--- config.mk ---
export PLATFORM = sky130hd
export DESIGN_NAME = inst_fetch_queue
export DESIGN_NICKNAME = d
export VERILOG_FILES = /design/src/rtl/inst_fetch_queue.sv
export SDC_FILE = /design/constraint.sdc
export NUM_CORES = 1
export LEC_CHECK = 0
export ABC_AREA = 0
export BUFFER_PORTS_ARGS = -buffer_cell sky130_fd_sc_hd__buf_4
export CAP_MARGIN = 20
export CORE_ASPECT_RATIO = 1.4
export CORE_MARGIN = 1
export CORE_UTILIZATION = 40
export DETAILED_ROUTE_END_ITERATION = 10
export GPL_TIMING_DRIVEN = 0
export PLACE_DENSITY = 0.59
export SYNTH_ARGS = -nofsm -noshare
export SYNTH_HDL_FRONTEND = slang
export SYNTH_SLANG_ARGS = --single-unit
--- constraint.sdc ---
create_clock -name clk_in -period 8.66 [get_ports clk_in]
set_input_delay 1.732 -clock clk_in [delete_from_list [all_inputs] [get_ports clk_in]]
set_output_delay 1.732 -clock clk_in [all_outputs]
set_load 0.05 [all_outputs]
--- src/rtl/inst_fetch_queue.sv ---
// Fetch PC generator, JAL/branch pre-decoder and circular instruction queue
// between the icache/branch predictor and the issue stage.
module inst_fetch_queue #(
  parameter int          IFQ_WIDTH  = 4,
  parameter logic [31:0] RESET_PC   = 32'h0,
  parameter bit          JALR_STALL = 1'b1
) (
  input  logic                 clk_in,
  input  logic                 rst_in,
  input  logic                 rdy_in,
  input  logic                 clr_in,
  input  logic [31:0]          clr_pc_in,
  output logic                 ifq_to_ic_valid,
  output logic [31:0]          ifq_to_ic_pc,
  input  logic                 ic_to_ifq_ready,
  input  logic [31:0]          ic_to_ifq_inst,
  output logic [31:0]          ifq_to_bp_pc,
  input  logic                 bp_to_ifq_prediction,
  output logic                 out_valid,
  output logic [31:0]          out_inst,
  output logic [31:0]          out_pc,
  output logic                 out_prediction,
  output logic [31:0]          out_pc_next,
  input  logic                 iu_ready_in,
  output logic [IFQ_WIDTH:0]   ifq_count
);

  localparam int                   DEPTH    = 1 << IFQ_WIDTH;
  localparam logic [IFQ_WIDTH:0]   FULL_CNT = (IFQ_WIDTH+1)'(DEPTH);
  localparam logic [IFQ_WIDTH:0]   CNT_ONE  = (IFQ_WIDTH+1)'(1);
  localparam logic [IFQ_WIDTH-1:0] PTR_ONE  = IFQ_WIDTH'(1);
  localparam logic [6:0]           OP_JAL    = 7'b1101111;
  localparam logic [6:0]           OP_BRANCH = 7'b1100011;
  localparam logic [6:0]           OP_JALR   = 7'b1100111;

  typedef enum logic {RUN = 1'b0, HALT = 1'b1} state_t;

  state_t               state_q, state_d;
  logic [31:0]          pc_q, pc_d;
  logic [IFQ_WIDTH-1:0] head_q, head_d;
  logic [IFQ_WIDTH-1:0] tail_q, tail_d;
  logic [IFQ_WIDTH:0]   count_q, count_d;

  logic [31:0] inst_mem [DEPTH];
  logic [31:0] pc_mem   [DEPTH];
  logic        pred_mem [DEPTH];
  logic [31:0] next_mem [DEPTH];

  logic        push, pop;
  logic        jalr_hit, pred_taken;
  logic [31:0] imm_j, imm_b, pred_next;

  assign ifq_to_ic_valid = (state_q == RUN) && (count_q != FULL_CNT) && rst_in && !clr_in;
  assign ifq_to_ic_pc    = pc_q;
  assign ifq_to_bp_pc    = pc_q;
  assign push            = ifq_to_ic_valid && ic_to_ifq_ready && rdy_in;
  assign out_valid       = (count_q != '0);
  assign pop             = out_valid && iu_ready_in && rdy_in && !clr_in;
  assign ifq_count       = count_q;

  assign out_inst       = inst_mem[head_q];
  assign out_pc         = pc_mem[head_q];
  assign out_prediction = pred_mem[head_q];
  assign out_pc_next    = next_mem[head_q];

  assign imm_j = {{12{ic_to_ifq_inst[31]}}, ic_to_ifq_inst[19:12], ic_to_ifq_inst[20],
                  ic_to_ifq_inst[30:21], 1'b0};
  assign imm_b = {{20{ic_to_ifq_inst[31]}}, ic_to_ifq_inst[7], ic_to_ifq_inst[30:25],
                  ic_to_ifq_inst[11:8], 1'b0};

  // Pre-decode of the word returned for the current pc.
  always_comb begin
    pred_taken = 1'b0;
    pred_next  = pc_q + 32'd4;
    jalr_hit   = 1'b0;
    case (ic_to_ifq_inst[6:0])
      OP_JAL: begin
        pred_taken = 1'b1;
        pred_next  = pc_q + imm_j;
      end
      OP_BRANCH: begin
        pred_taken = bp_to_ifq_prediction;
        if (bp_to_ifq_prediction) pred_next = pc_q + imm_b;
      end
      OP_JALR: jalr_hit = 1'b1;
      default: ;
    endcase
  end

  always_comb begin
    state_d = state_q;
    pc_d    = pc_q;
    head_d  = head_q;
    tail_d  = tail_q;
    count_d = count_q;
    if (rdy_in) begin
      if (clr_in) begin
        state_d = RUN;
        pc_d    = clr_pc_in;
        head_d  = '0;
        tail_d  = '0;
        count_d = '0;
      end else begin
        if (push) begin
          tail_d = tail_q + PTR_ONE;
          pc_d   = pred_next;
          if (JALR_STALL && jalr_hit) state_d = HALT;
        end
        if (pop) head_d = head_q + PTR_ONE;
        case ({push, pop})
          2'b10:   count_d = count_q + CNT_ONE;
          2'b01:   count_d = count_q - CNT_ONE;
          default: count_d = count_q;
        endcase
      end
    end
  end

  always_ff @(posedge clk_in) begin
    if (!rst_in) begin
      state_q <= RUN;
      pc_q    <= RESET_PC;
      head_q  <= '0;
      tail_q  <= '0;
      count_q <= '0;
    end else begin
      state_q <= state_d;
      pc_q    <= pc_d;
      head_q  <= head_d;
      tail_q  <= tail_d;
      count_q <= count_d;
    end
  end

  // Entry payload needs no reset; count gates every read.
  always_ff @(posedge clk_in) begin
    if (push) begin
      inst_mem[tail_q] <= ic_to_ifq_inst;
      pc_mem[tail_q]   <= pc_q;
      pred_mem[tail_q] <= pred_taken;
      next_mem[tail_q] <= pred_next;
    end
  end

endmodule

==> summary.md <==
| Metric | Value |
|---|---|
| Post-synth EDFFs | 1536 |
| Row count | 173 |
| Yosys warnings | 0 |
| Layout cells sized above 1 | 30.6% |
| GR Overflow Total | 0 |
| Die width | 341 um |
| Final Instance Count excl. Fillers | approximately 5800 |
| Yosys reg bits | 1586 |
| CP arrival | 4.50 ns |
| Antenna-violating nets left | 0 |
| Number of placed I/O pins | 239 |
| Post-Syn Instances | 3074 |
| Net count after synthesis | 3200 |
| PostCTS Resize Cnt | 0 |
| Worst Path Required | 6.93 ns |
| Final Setup Violations | 0 |
| Power, Total | about 16 mW |
| Final slew viol count | 0 |
| Area Growth Syn to Fin | 17.7% |
| Post-Route Utilization | 47.5% |
| Hold Crit Class | reg -> reg |
| Tcrit/Tclk final | 72.0% |
| Endpoints failing hold | 0 |
| Die Area | 162000 um2 |
| Starting density of the core | approximately two fifths |
| Clock Sinks | between 1500 and 2000 |
| Via count | 33200 |
| Critical Path Fanout Max | 10 |
| Global-route wire length before repair | 249000 um |
| GR Util All Layers | 21.7% |
| CTS tree | built |
| Dpl hpwl | 114000 um |
| Drt via density | 5.74 |
| CP Class | reg -> out |
| Cell area after synthesis | 64200 um2 |
| Number of global-route vias before repair | 33700 |
| Detailed Routing Iterations Pass 1 | 6 |
| Inst Count DP | 5476 |
| Status | completed |
| Post-route setup TNS | 0 ns |
| Total CTS buffers | approximately 150 |
| GPL Wtd Cong | ~0.9 |
| Antenna violations before repair | 13 |
| VDD IR max | 210 uV |
| Pwr/cell area | ~210 nW/um2 |
| Nets@finish | around 3700 |
| Post-CTS setup repair buffer count | 0 |
| Chip Height | 476 um |
| Final Critical Period | between 6 and 7 ns |
| Syn Area/Cell | 20.9 um2 |
| First DRT Iteration DRCs | 3528 |
| DRC violations left | 0 |
| Clk pin slew, worst setup/hold paths | roughly 0.06 ns |
| Latest clock arrival within the worst-skew pair | between 0.7 and 0.8 ns |
| Ys flop type | edfxtp_1 |
| Largest net degree at the start of global routing | 47 |
| RSZ-0062 raised after global routing | no |
| Hold-fix buffers at CTS | 0 |
| Post-synthesis cell type count | 80 |
| FMAX | 160 MHz |
| Critical Path Source Type | register |
| Worst slew margin | 18.5% |
| Final wirelength | 174000 um |
| Core ar. | 159000 um2 |
| H-tree depth reported by CTS | 4 |
| Lkg Pwr | 24.1 nW |
| Worst setup EP type | output port |
| Port Buf Inserts | 234 |
| DR WL/cell | between 30 and 40 um |
| Async set-reset flop share out of synthesis | 0% |
| CTS max path bufs | 3 |
| Layout Skew | 0.0194 ns |
| Sequential fraction of the synthesis area | 73.4% |
| Max-cap violations | 0 |
| Clock Tree Root | clkbuf_16 |
| Least-Margin Pin Slew | 1.22 ns |
per-stage QoR:
stage	hold slack (ns)	cell area (um2)	setup WS [ns]
6_report	0.479	75500	2.42
5_1_grt	0.520	75500	2.29
4_1_cts	0.477	74900	2.30
3_5_place_dp	0.464	70000	2.99
3_3_place_gp	0.462	68600	-0.527
2_1_floorplan	0.437	64200	2.33
synthesized netlist by cell type, types with 10 or more instances:
library cell	number	area share, %
edfxtp_1	1536	72
mux4_2	480	17
clkbuf_1	121	0.71
nand2_1	93	0.54
a21oi_1	62	0.48
nand3_1	57	0.44
nor2_1	55	0.32
o21ai_0	55	0.43
ha_1	52	1.0
dfxtp_1	50	1.6
buf_4	35	0.41
buf_1	33	0.19
xnor2_1	31	0.42
a21o_1	29	0.34
inv_1	27	0.16
and2_1	25	0.24
xor2_1	25	0.34
nand4_1	21	0.20
nand2b_1	19	0.19
and3_1	18	0.18
mux2i_1	16	0.25
o21ai_1	15	0.12
o211ai_1	14	0.16
a31oi_1	13	0.13
nor2b_1	13	0.13
nor3_1	13	0.10
o2111ai_1	11	0.15
a211oi_1	10	0.12
where the power goes:
part           internal [mW]  total [mW]  switching [mW]
logic                  0.233       0.719           0.486
registers               8.45        8.50          0.0506
clock network           3.68        6.54            2.86
total                   12.4        15.8            3.39
final timing paths:
kind,slack [ns],cells after the start,startpoint,end
max,2.42,7,register,out_pc_next[0]
min,0.48,2,state_q$_SDFFE_PN0P_,state_q$_SDFFE_PN0P_
max reg2reg,3.86,10,ifq_to_bp_pc[7]$_SDFFE_PN0P_,next_mem[14][26]$_DFFE_PP_
min reg2reg,0.48,2,state_q$_SDFFE_PN0P_,state_q$_SDFFE_PN0P_
critical path, stage by stage, from the launching register on:
cell and delay, ns:
dfxtp_1 0.31, clkbuf_1 0.20, clkbuf_1 0.92, clkbuf_1 0.79, mux4_2 0.64, mux4_2 0.50
buf_4 0.15, buf_4 0.18
kinds of logic after synthesis:
group / after synthesis / share of synthesized area (%)
xor+xnor: 56 / 0.764
flops: 1586 / 73.4
buf+inv: 226 / 1.57
simple gates: 355 / 2.85
fa+ha+maj: 55 / 1.11
compound gates: 298 / 3.13
mux: 498 / 17.1
final cells by class:
type	count	area (um2)
Antenna cell	7	17.5
Buffer	198	901
Clock buffer	185	4020
Clock inverter	91	832
Fill cell	13200	83600
Inverter	28	108
Multi-Input combinational cell	1262	16100
Sequential cell	1586	47100
Tap cell	2100	2630
Timing Repair Buffer	332	3740
metal layers:
metal	global-route usage [%]	part of all wire (%)
met1	29.3	41
met2	35.9	50
met3	3.70	7.0
met4	6.56	2.6
met5	0	0.044
state kept, by name (all words and copies together), names as in the netlist, named ones only:
| name | cells |
|---|---|
| next_mem | 512 |
| ifq_to_bp_pc | 32 |
| head_q | 4 |
| tail_q | 4 |
| ifq_count | 5 |
| pred_mem | 16 |
| inst_mem | 512 |
| pc_mem | 496 |
| state_q | 1 |
layout by cell type (no fill, tap or decap), drive strengths merged, types with 57 or more instances in the layout:
master / count
a21oi: 62
buf: 408
clkbuf: 307
clkinv: 68
edfxtp: 1536
mux4: 480
nand2: 94
nand3: 57
nor2: 57
o21ai: 70
Note: power is estimated with default switching activity, not from simulation.
